File: src/rtl/scale_pass_sequencer_pkg.sv
// rtl/scale_pass_sequencer_pkg.sv - shared encodings, defaults and config helpers for the scaling pass sequencer
package scale_pass_sequencer_pkg;

  typedef enum logic [1:0] {
    S_NN = 2'b00,
    S_PR = 2'b01,
    S_DC = 2'b10,
    S_BA = 2'b11
  } alg_e;

  typedef enum logic [2:0] {
    IDLE,
    RD,
    CAP,
    WR,
    FIN
  } state_e;

  // Reduction modes only support 1x and 2x (2x2 blocks keep the accumulator at PIX_W+2 bits)
  localparam int REDUCE_SHIFT_MAX = 1;
  localparam int SRC_W_DEF        = 160;
  localparam int SRC_H_DEF        = 120;
  localparam int COORD_W          = 12;

  function automatic logic is_reduce(input alg_e alg);
    return (alg == S_DC) || (alg == S_BA);
  endfunction

  function automatic logic cfg_invalid(input logic [1:0] alg, input logic [1:0] shift);
    return is_reduce(alg_e'(alg)) && (shift > 2'(REDUCE_SHIFT_MAX));
  endfunction

endpackage

File: src/rtl/scale_pass_sequencer_if.sv
// rtl/scale_pass_sequencer_if.sv - source ROM read port and framebuffer write port bundle
interface scale_pass_sequencer_if #(
  parameter int PIX_W     = 8,
  parameter int RD_ADDR_W = 15,
  parameter int WR_ADDR_W = 21
);
  logic                 RD_EN;
  logic [RD_ADDR_W-1:0] RD_ADDR;
  logic [PIX_W-1:0]     RD_DATA;
  logic                 WR_VALID;
  logic                 WR_READY;
  logic [WR_ADDR_W-1:0] WR_ADDR;
  logic [PIX_W-1:0]     WR_DATA;

  modport master (
    output RD_EN, RD_ADDR,
    input  RD_DATA,
    output WR_VALID, WR_ADDR, WR_DATA,
    input  WR_READY
  );

  modport slave (
    input  RD_EN, RD_ADDR,
    output RD_DATA,
    input  WR_VALID, WR_ADDR, WR_DATA,
    output WR_READY
  );
endinterface

File: src/rtl/scale_coord_gen.sv
// rtl/scale_coord_gen.sv - output raster and block sample counters, last flags, ROM and framebuffer addresses
module scale_coord_gen
  import scale_pass_sequencer_pkg::*;
#(
  parameter int SRC_W     = SRC_W_DEF,
  parameter int SRC_H     = SRC_H_DEF,
  parameter int RD_ADDR_W = 15,
  parameter int WR_ADDR_W = 21
) (
  input  logic                 i_clk,
  input  logic                 i_rst,
  input  logic                 i_clear,
  input  logic                 i_reduce,
  input  logic [1:0]           i_shift,
  input  logic                 i_sample_adv,
  input  logic                 i_pix_adv,
  output logic [RD_ADDR_W-1:0] o_rd_addr,
  output logic [WR_ADDR_W-1:0] o_wr_addr,
  output logic                 o_last_pix,
  output logic                 o_last_sample
);

  localparam logic [COORD_W-1:0]   W_SRC      = COORD_W'(SRC_W);
  localparam logic [COORD_W-1:0]   H_SRC      = COORD_W'(SRC_H);
  localparam logic [COORD_W-1:0]   C_ONE      = COORD_W'(1);
  localparam logic [RD_ADDR_W-1:0] ROW_STRIDE = RD_ADDR_W'(SRC_W);

  logic [COORD_W-1:0]   r_ox;
  logic [COORD_W-1:0]   r_oy;
  logic                 r_dx;
  logic                 r_dy;
  logic [WR_ADDR_W-1:0] r_wr_addr;

  logic [COORD_W-1:0]   w_ox_max;
  logic [COORD_W-1:0]   w_oy_max;
  logic [COORD_W-1:0]   w_sx;
  logic [COORD_W-1:0]   w_sy;
  logic                 w_blk_max;

  assign w_ox_max = (i_reduce ? (W_SRC >> i_shift) : (W_SRC << i_shift)) - C_ONE;
  assign w_oy_max = (i_reduce ? (H_SRC >> i_shift) : (H_SRC << i_shift)) - C_ONE;

  // Block side is 1 or 2 samples, so one bit per block offset suffices
  assign w_blk_max = (i_shift != 2'd0);

  assign w_sx = i_reduce ? ((r_ox << i_shift) + COORD_W'(r_dx)) : (r_ox >> i_shift);
  assign w_sy = i_reduce ? ((r_oy << i_shift) + COORD_W'(r_dy)) : (r_oy >> i_shift);

  assign o_rd_addr     = RD_ADDR_W'(w_sy) * ROW_STRIDE + RD_ADDR_W'(w_sx);
  assign o_wr_addr     = r_wr_addr;
  assign o_last_pix    = (r_ox == w_ox_max) && (r_oy == w_oy_max);
  assign o_last_sample = (r_dx == w_blk_max) && (r_dy == w_blk_max);

  always_ff @(posedge i_clk) begin
    if (i_rst || i_clear) begin
      r_ox      <= '0;
      r_oy      <= '0;
      r_dx      <= 1'b0;
      r_dy      <= 1'b0;
      r_wr_addr <= '0;
    end else if (i_pix_adv) begin
      r_dx      <= 1'b0;
      r_dy      <= 1'b0;
      r_wr_addr <= r_wr_addr + WR_ADDR_W'(1);
      if (r_ox == w_ox_max) begin
        r_ox <= '0;
        r_oy <= r_oy + C_ONE;
      end else begin
        r_ox <= r_ox + C_ONE;
      end
    end else if (i_sample_adv) begin
      if (r_dx == w_blk_max) begin
        r_dx <= 1'b0;
        r_dy <= ~r_dy;
      end else begin
        r_dx <= ~r_dx;
      end
    end
  end

endmodule

File: src/rtl/scale_pass_sequencer.sv
// rtl/scale_pass_sequencer.sv - scaling pass FSM, block accumulator and framebuffer handshake
// Define SCALE_STALL_CNT_EN to build the write-stall cycle counter behind STALL_CYCLES.
module scale_pass_sequencer
  import scale_pass_sequencer_pkg::*;
#(
  parameter int SRC_W     = SRC_W_DEF,
  parameter int SRC_H     = SRC_H_DEF,
  parameter int PIX_W     = 8,
  parameter int RD_ADDR_W = 15,
  parameter int WR_ADDR_W = 21
) (
  input  logic                  CLK,
  input  logic                  RESET,
  input  logic                  START,
  input  logic [1:0]            ALGORITHM,
  input  logic [1:0]            SHIFT_FACTOR,
  scale_pass_sequencer_if.master bus,
  output logic                  BUSY,
  output logic                  DONE,
  output logic                  CFG_ERR,
  output logic [23:0]           STALL_CYCLES
);

  localparam int ACC_W = PIX_W + 2;

  state_e           r_state;
  state_e           w_state_nxt;
  alg_e             r_alg;
  logic [1:0]       r_shift;
  logic [ACC_W-1:0] r_acc;
  logic [PIX_W-1:0] r_wr_data;
  logic             r_cfg_err;

  logic [ACC_W-1:0] w_acc_sum;
  logic             w_start_ok;
  logic             w_start_bad;
  logic             w_is_ba;
  logic             w_sample_adv;
  logic             w_pix_adv;
  logic             w_last_pix;
  logic             w_last_sample;

  assign w_start_bad = (r_state == IDLE) && START && cfg_invalid(ALGORITHM, SHIFT_FACTOR);
  assign w_start_ok  = (r_state == IDLE) && START && !cfg_invalid(ALGORITHM, SHIFT_FACTOR);
  assign w_is_ba     = (r_alg == S_BA);
  assign w_acc_sum   = r_acc + ACC_W'(bus.RD_DATA);

  scale_coord_gen #(
    .SRC_W     (SRC_W),
    .SRC_H     (SRC_H),
    .RD_ADDR_W (RD_ADDR_W),
    .WR_ADDR_W (WR_ADDR_W)
  ) u_coord (
    .i_clk         (CLK),
    .i_rst         (RESET),
    .i_clear       (w_start_ok),
    .i_reduce      (is_reduce(r_alg)),
    .i_shift       (r_shift),
    .i_sample_adv  (w_sample_adv),
    .i_pix_adv     (w_pix_adv),
    .o_rd_addr     (bus.RD_ADDR),
    .o_wr_addr     (bus.WR_ADDR),
    .o_last_pix    (w_last_pix),
    .o_last_sample (w_last_sample)
  );

  always_ff @(posedge CLK) begin
    if (RESET) begin
      r_state <= IDLE;
    end else begin
      r_state <= w_state_nxt;
    end
  end

  always_comb begin
    w_state_nxt  = r_state;
    w_sample_adv = 1'b0;
    w_pix_adv    = 1'b0;
    case (r_state)
      IDLE: if (w_start_ok) w_state_nxt = RD;
      RD:   w_state_nxt = CAP;
      CAP: begin
        if (w_is_ba && !w_last_sample) begin
          w_sample_adv = 1'b1;
          w_state_nxt  = RD;
        end else begin
          w_state_nxt = WR;
        end
      end
      WR: begin
        if (bus.WR_READY) begin
          if (w_last_pix) begin
            w_state_nxt = FIN;
          end else begin
            w_pix_adv   = 1'b1;
            w_state_nxt = RD;
          end
        end
      end
      FIN:     w_state_nxt = IDLE;
      default: w_state_nxt = IDLE;
    endcase
  end

  // WR_DATA only changes in CAP, so it stays stable for the whole WR stall
  always_ff @(posedge CLK) begin
    if (RESET) begin
      r_alg     <= S_NN;
      r_shift   <= '0;
      r_acc     <= '0;
      r_wr_data <= '0;
      r_cfg_err <= 1'b0;
    end else begin
      r_cfg_err <= w_start_bad;
      if (w_start_ok) begin
        r_alg   <= alg_e'(ALGORITHM);
        r_shift <= SHIFT_FACTOR;
        r_acc   <= '0;
      end else if (r_state == CAP) begin
        if (!w_is_ba) begin
          r_wr_data <= bus.RD_DATA;
        end else if (!w_last_sample) begin
          r_acc <= w_acc_sum;
        end else begin
          r_wr_data <= PIX_W'(w_acc_sum >> {r_shift, 1'b0});
        end
      end else if (w_pix_adv) begin
        r_acc <= '0;
      end
    end
  end

  assign bus.RD_EN    = (r_state == RD);
  assign bus.WR_VALID = (r_state == WR);
  assign bus.WR_DATA  = r_wr_data;
  assign BUSY         = (r_state == RD) || (r_state == CAP) || (r_state == WR);
  assign DONE         = (r_state == FIN);
  assign CFG_ERR      = r_cfg_err;

`ifdef SCALE_STALL_CNT_EN
  logic [23:0] r_stall_cnt;

  always_ff @(posedge CLK) begin
    if (RESET || w_start_ok) begin
      r_stall_cnt <= '0;
    end else if (bus.WR_VALID && !bus.WR_READY && (r_stall_cnt != '1)) begin
      r_stall_cnt <= r_stall_cnt + 24'd1;
    end
  end

  assign STALL_CYCLES = r_stall_cnt;
`else
  assign STALL_CYCLES = '0;
`endif

endmodule

File: src/flat_wrapper.sv
// flat-port wrapper written by rule: the top's interface ports become plain ports
module scale_pass_sequencer_flat import scale_pass_sequencer_pkg::*;
#(
  parameter int SRC_W     = SRC_W_DEF,
  parameter int SRC_H     = SRC_H_DEF,
  parameter int PIX_W     = 8,
  parameter int RD_ADDR_W = 15,
  parameter int WR_ADDR_W = 21
)
  (CLK, RESET, START, ALGORITHM, SHIFT_FACTOR, BUSY, DONE, CFG_ERR, STALL_CYCLES, bus_RD_EN, bus_RD_ADDR, bus_RD_DATA, bus_WR_VALID, bus_WR_ADDR, bus_WR_DATA, bus_WR_READY);
  scale_pass_sequencer_if #(.PIX_W(PIX_W), .RD_ADDR_W(RD_ADDR_W), .WR_ADDR_W(WR_ADDR_W)) bus_i ();
  input  logic CLK;
  input  logic RESET;
  input  logic START;
  input  logic [1:0] ALGORITHM;
  input  logic [1:0] SHIFT_FACTOR;
  output logic BUSY;
  output logic DONE;
  output logic CFG_ERR;
  output logic [23:0] STALL_CYCLES;
  output wire logic [$bits(bus_i.RD_EN)-1:0] bus_RD_EN;
  output wire logic [$bits(bus_i.RD_ADDR)-1:0] bus_RD_ADDR;
  input wire logic [$bits(bus_i.RD_DATA)-1:0] bus_RD_DATA;
  output wire logic [$bits(bus_i.WR_VALID)-1:0] bus_WR_VALID;
  output wire logic [$bits(bus_i.WR_ADDR)-1:0] bus_WR_ADDR;
  output wire logic [$bits(bus_i.WR_DATA)-1:0] bus_WR_DATA;
  input wire logic [$bits(bus_i.WR_READY)-1:0] bus_WR_READY;
  assign bus_RD_EN = bus_i.RD_EN;
  assign bus_RD_ADDR = bus_i.RD_ADDR;
  assign bus_i.RD_DATA = bus_RD_DATA;
  assign bus_WR_VALID = bus_i.WR_VALID;
  assign bus_WR_ADDR = bus_i.WR_ADDR;
  assign bus_WR_DATA = bus_i.WR_DATA;
  assign bus_i.WR_READY = bus_WR_READY;
  scale_pass_sequencer #(.SRC_W(SRC_W), .SRC_H(SRC_H), .PIX_W(PIX_W), .RD_ADDR_W(RD_ADDR_W), .WR_ADDR_W(WR_ADDR_W)) u_core (.CLK(CLK), .RESET(RESET), .START(START), .ALGORITHM(ALGORITHM), .SHIFT_FACTOR(SHIFT_FACTOR), .bus(bus_i), .BUSY(BUSY), .DONE(DONE), .CFG_ERR(CFG_ERR), .STALL_CYCLES(STALL_CYCLES));
endmodule
File: config.mk
export PLATFORM = sky130hd
export DESIGN_NAME = scale_pass_sequencer_flat
export DESIGN_NICKNAME = d
export VERILOG_FILES = /design/src/rtl/scale_pass_sequencer_pkg.sv /design/src/rtl/scale_pass_sequencer_if.sv /design/src/rtl/scale_coord_gen.sv /design/src/rtl/scale_pass_sequencer.sv /design/src/flat_wrapper.sv
export SDC_FILE = /design/constraint.sdc
export NUM_CORES = 1
export LEC_CHECK = 0
export CORE_MARGIN = 1
export CORE_UTILIZATION = 40
export CTS_BUF_LIST = sky130_fd_sc_hd__clkbuf_4
export CTS_CLUSTER_DIAMETER = 80
export CTS_CLUSTER_SIZE = 8
export DETAILED_ROUTE_END_ITERATION = 8
export PLACE_DENSITY = 0.68
export SYNTH_ARGS = -nofsm -noshare
export SYNTH_HDL_FRONTEND = slang
export SYNTH_SLANG_ARGS = --single-unit
File: constraint.sdc
create_clock -name CLK -period 5.2 [get_ports CLK]
set_input_delay 0.78 -clock CLK [delete_from_list [all_inputs] [get_ports CLK]]
set_output_delay 0.78 -clock CLK [all_outputs]
set_load 0.03 [all_outputs]
# --- After elaboration in Yosys (flattened, before gate mapping) ---
# Index checks and enable logic that the tools add are counted.
op_classes:
  n_addsub: 9
  n_mul: 1
  magnitude_cmp: 1
  n_eq_ne: 17
  n_shift: 9
  n_mux: 22
  n_bitwise: 3
  reduce_logical: 24
ops:
  columns: ["cell", "n"]
  rows:
  - ["12-bit 2-to-1 mux", 5]
  - ["10-bit 2-to-1 mux", 4]
  - ["12-bit by 1-bit adder with 12-bit output", 2]
  - ["12-bit by 1-bit adder with 12-bit output (second input constant)", 2]
  - ["12-bit equality test", 2]
  - ["12-bit by 2-bit << shifter with 12-bit output", 2]
  - ["12-bit by 2-bit >> shifter with 12-bit output", 2]
  - ["12-bit by 1-bit subtractor with 12-bit output (second input constant)", 2]
  - ["21-bit by 1-bit adder with 21-bit output (second input constant)", 1]
  - ["8-bit 2-to-1 mux", 2]
  - ["15-bit by 12-bit adder with 15-bit output", 1]
  - ["12-bit by 3-bit multiplier with 10-bit output (second input constant)", 1]
  - ["3-bit one-hot mux with 4 select lines", 1]
  - ["7-bit by 2-bit << shifter with 12-bit output (first input constant)", 1]
  - ["8-bit by 2-bit << shifter with 12-bit output (first input constant)", 1]
  - ["7-bit by 2-bit >> shifter with 12-bit output (first input constant)", 1]
  - ["8-bit by 2-bit >> shifter with 12-bit output (first input constant)", 1]
  - ["10-bit by 8-bit adder with 10-bit output", 1]
  - ["10-bit by 3-bit >> shifter with 8-bit output", 1]
  - ["3-bit 2-to-1 mux", 3]
  - ["2-bit equality test (second input constant)", 4]
  - ["1-bit logical AND", 7]
  - ["3-bit by 2-bit equality test with 1-bit output (second input constant)", 2]
  - ["1-bit 2-to-1 mux", 6]
  - ["15 further kinds", 31]
totals:
  register_bits: 73
  inputBits: 16
  output_inout_bits: 73
  word_cells: 97

# --- Depth between registers and ports, before layout ---
logic_depth:
  ltp_word: 11
  mapped_depth: 21
  depth_no_buf: 17

# --- Hierarchy ---
# From an unflattened synthesis, not the netlist that was laid out.
unflattened:
  hier_cells: 813
  area_unflattened_um2: 6741.5
by_module_without_submodules:
  columns: ["mod", "instances", "cells_per_inst", "area_each_um2", "seq_area_each_um2"]
  rows:
  - ["scale_coord_gen", 1, 585, 4825.9, 940.9]
  - ["scale_pass_sequencer", 1, 228, 1915.6, 520.5]

# --- Worst setup path after synthesis ---
# OpenSTA, ideal clock, no wires.
synth_timing:
  kind: "reg-to-output"
  startpoint: "register u_core.r_shift[1]"
  endpoint: "output bus_RD_ADDR[13]"
  t_arrival_ns: 4.906
  required_time_ns: 4.420
  slack_ns: -0.486
  path_stages_with_launch: 20
  path_buffers: 7
  cell_sequence: "dfxtp_1 -> buf_2 -> buf_4 -> buf_4 -> clkbuf_1 -> buf_1 -> buf_2 -> buf_2 -> nor2_1 -> ha_1 -> mux2_2 -> ha_1 -> ha_1 -> fa_1 -> ha_1 -> a21boi_0 -> o21ai_0 -> a21boi_0 -> o21ai_0 -> xnor2_1"
synth_between:
  elab_chain_cells: 5
  elab_cells_between_ends: 10
  cone_classes: "add/sub (3); mul (1); shift (4); mux (2)"
synth_rtl:
  columns: ["item", "line_no", "rtl"]
  rows:
  - ["start, declared", "scale_pass_sequencer.sv:29", "logic [1:0] r_shift;"]
  - ["start signal, assigned", "scale_pass_sequencer.sv:109", "r_shift <= '0;"]
  - ["start signal, assigned", "scale_pass_sequencer.sv:117", "r_shift <= SHIFT_FACTOR;"]
  - ["12-bit by 2-bit << shifter with 12-bit output", "scale_coord_gen.sv:47", "assign w_sy = i_reduce ? ((r_oy << i_shift) + COORD_W'(r_dy)) : (r_oy >> i_shift);"]
  - ["12-bit by 1-bit adder with 12-bit output", "scale_coord_gen.sv:47", null]
  - ["12-bit 2-to-1 mux", "scale_coord_gen.sv:47", null]
  - ["12-bit by 3-bit multiplier with 10-bit output", "scale_coord_gen.sv:49", "assign o_rd_addr = RD_ADDR_W'(w_sy) * ROW_STRIDE + RD_ADDR_W'(w_sx);"]
  - ["15-bit by 12-bit adder with 15-bit output (*)", "scale_coord_gen.sv:49", null]
  - ["end, declared", "flat_wrapper.sv:22", "output wire logic [$bits(bus_i.RD_ADDR)-1:0] bus_RD_ADDR;"]
# Every way passes the cells marked *; elsewhere a longest branch is shown, timed or not.

# --- Worst setup path in the final report ---
layout_timing:
  startpoint: "register u_core.r_shift[0]"
  endpoint: "output bus_RD_ADDR[14]"
# Same word-level chain as after synthesis.

==> impl_metrics.toml <==
[timing]
finalHoldViolations = 0
worst_slew_pin_slew_ns = 0.922
fmax_mhz = 197
setup-violations-final = 0
holdWs_ns = 0.478
rsz0062_at_grt = "yes"
fin_crit_sh = 0.978
clock_skew_ns = 0.0186
min_period_ns = 5.09
relSlewSlack = 0.386
report.final.slew_viol_count = 0

[cells_and_area]
multi_input_area_um2 = 5120
nNetsFinal = 964
final_common_cell = "nand2_1"
diodes = 0
final_cell_mix = "77 x nand2_1, 68 x nor2_1, 68 x dfxtp_1"
drive_gt1_frac = 0.149
layout.area.seq_um2 = 1470
fill_cells = 1643
syn_to_final_growth_pct = 14.4
fin_util = 0.474
stdcell_area_um2 = 7950

[grt]
track_usage = 0.195
grt_pass1_wl_mm = 28.8
grt_pass1_vias = 5780
antenna_found_initial = 0
grt-ovfl-total = 0
grt_max_degree = 50

[yosys]
async_flop_share = 0
yosysWarningCount = 0
post-synth-top-area-fraction = 0.210
postSynthAreaPerCell_um2 = 7.96
syn_area_um2 = 6950
synth-edff-count = 0
synth_ff_type = "dfxtp_1"
synth_seq_cells = 73
yosys.area.top_type = "dfxtp_1"
postSynthCellCount = 873
ys_seq_area_frac = 0.210
yosysUniqueCellTypes = 79
synth_area_leaders = "dfxtp_1 21%, ha_1 6.8%, mux4_2 5.8%, a21oi_1 4.6%, nand2_1 4.2%"

[clock_tree]
postCtsHoldBufs = 0
clock-sinks = 73
cts_root_buf = "clkbuf_4"
cts_tree = "built"
clk_latency_ns = 0.44
cts_buffer_depth = 2
ctsHtreeMaxLevel = 3
path_clk_slew_ns = 0.11
numCtsBuffers = 9

[detailed_routing]
drtIter0Drc = 426
avgRoutedWirePerCell_um = 15.5
viasPerCell = 5.71
drt-pass1-iter-count = 5
wirelength_mm = 17.5
post-route-drc-count = 0
vias = 6469
ant_nets = 0

[placement]
dp_hpwl_mm = 12.4
io_buffer_count = 64
placed_cell_area_um2 = 7550
globalplace.congestion = 0.868

[die]
start_util = 0.415
num_rows = 47
core_um2 = 16800
fp.dieArea_um2 = 17900
dieWidth_um = 134
ios = 89
die_y_um = 134

[pwr]
p_int_uw = 897
swShare = 0.367
power_frac_seq = 0.417
power_density_nw_per_um2 = 178
comb_power_share = 0.319
p_leak_nw = 2.77
max-vdd-ir-drop_mv = 0.115
p_total_mw = 1.42
p_clk_frac = 0.264
power.switching_uw = 519

[critical_path]
cp-start-kind = "flip-flop"
crit_path_max_incr_delay_ns = 0.59
worstPathMaxFanout = 6
cp-startpoint = "u_core.r_shift[0]"
reg2reg_depth = 12
cp_common_cell = "ha_4"
critPathSlowestCell = "fa_2"
path_cells = "nor2_4, and2_4, ha_4, ha_1, mux2_4, ha_4, ha_4, fa_2, ha_4, o21ai_2, nor2_2, o21a_1, o21a_1, o211ai_1, xnor3_2, buf_6"
cp.required_ns = 4.42
cp-end-kind = "output port"
crit_type = "flip-flop to output port"
arrival_ns = 4.31
crit-reg2reg-launch = "u_core.r_shift[0]"

[hold_path]
whs_path_depth = 2
hold_class = "flip-flop to flip-flop"
holdCritStartpoint = "u_core.r_acc[7]"

[run_status]
status = "finished clean"

[flow_run]
drv_cap = 0
critical path, delay by kind of cell, from the launching register on:
family	cells	cell delay, ns
AOI/OAI and AO/OA	4	0.72
xor gates and xnor gates	1	0.37
adders and majority gates	6	1.65
buffers and inverters	1	0.15
DFF	1	0.44
muxes	1	0.30
and+or+nand+nor	3	0.26
cell type report:
class / instances / area share
Sequential cell: 73 / 0.185
Multi-Input combinational cell: 709 / 0.644
Clock buffer: 10 / 0.00944
Clock inverter: 6 / 0.00818
Inverter: 26 / 0.0127
Timing Repair Buffer: 88 / 0.106
Tap cell: 220 / 0.0346
repair_timing:
action	in CTS	in global routing
endpoints found under the setup margin	2	2
resized for setup	7	50
setup buffers	2	5
pin swaps	0	17
worst paths after layout:
path	endpoint	slack [ns]
worst max-delay path	bus_RD_ADDR[14]	0.11
worst min-delay path	u_core.r_acc[7]	0.48
worst max register to register	u_core.u_coord.o_wr_addr[7]	0.91
worst min register to register	u_core.r_acc[7]	0.48
cells in the mapped netlist (all sizes together) (4+ instances only):
| library cell | instances |
|---|---|
| xnor2 | 27 |
| mux2i | 24 |
| ha | 38 |
| o21a | 4 |
| nor2 | 71 |
| inv | 26 |
| a21o | 9 |
| a211oi | 7 |
| a21oi | 72 |
| nand3b | 5 |
| nor2b | 10 |
| or4 | 17 |
| nand3 | 42 |
| nand2 | 79 |
| and3 | 6 |
| nor3b | 5 |
| or2 | 6 |
| o211ai | 11 |
| xor2 | 15 |
| o2111ai | 5 |
| and2 | 10 |
| nand4 | 9 |
| o31ai | 13 |
| mux2 | 8 |
| o311ai | 5 |
| clkbuf | 31 |
| o22ai | 7 |
| or3 | 25 |
| dfxtp | 73 |
| nand2b | 8 |
| a31oi | 9 |
| nor3 | 12 |
| buf | 57 |
| o21ai | 59 |
| mux4 | 18 |
kinds of logic after synthesis:
family / synth area share
AOI/OAI and AO/OA: 0.222
xor gates and xnor gates: 0.0562
adders and majority gates: 0.0771
buffers and inverters: 0.0900
DFF: 0.210
muxes: 0.106
other: 0.000540
and+or+nand+nor: 0.238
per-stage QoR:
stage                     cells  worst slack [ns]  TNS [ns]
after global placement     1109             0.424         0
after CTS                  1127            0.0220         0
after floorplan             896           0.00308         0
after global routing       1132           -0.0650   -0.0650
after detailed placement   1109             0.336         0
final                      1132             0.113         0
power groups by stage:
stage / sequential (mW) / clock, mW / combinational, mW
6_report: 0.590 / 0.373 / 0.452
4_1_cts: 0.588 / 0.385 / 0.430
5_1_grt: 0.592 / 0.410 / 0.490
3_3_place_gp: 0.604 / 0 / 0.419
3_5_place_dp: 0.604 / 0 / 0.421
2_1_floorplan: 0.609 / 0 / 0.323
routing by layer:
layer / track usage / wire, µm / part of all wire
met1: 0.281 / 8500 / 0.49
met2: 0.301 / 7780 / 0.44
met3: 0.0321 / 993 / 0.057
met4: 0.0467 / 213 / 0.012
met5: 0 / 0 / 0
sequential cells by signal (all words and copies together) (netlist names):
name and count:
u_core.u_coord.r_oy 12, u_core.r_state 3, u_core.r_acc 10, u_core.u_coord.r_dx 1, u_core.r_shift 2, u_core.r_alg 2
u_core.u_coord.r_dy 1, u_core.u_coord.r_ox 12, u_core.u_coord.o_wr_addr 21, u_core.CFG_ERR 1, u_core.bus.WR_DATA 8
(Power assumes the default switching activity.)
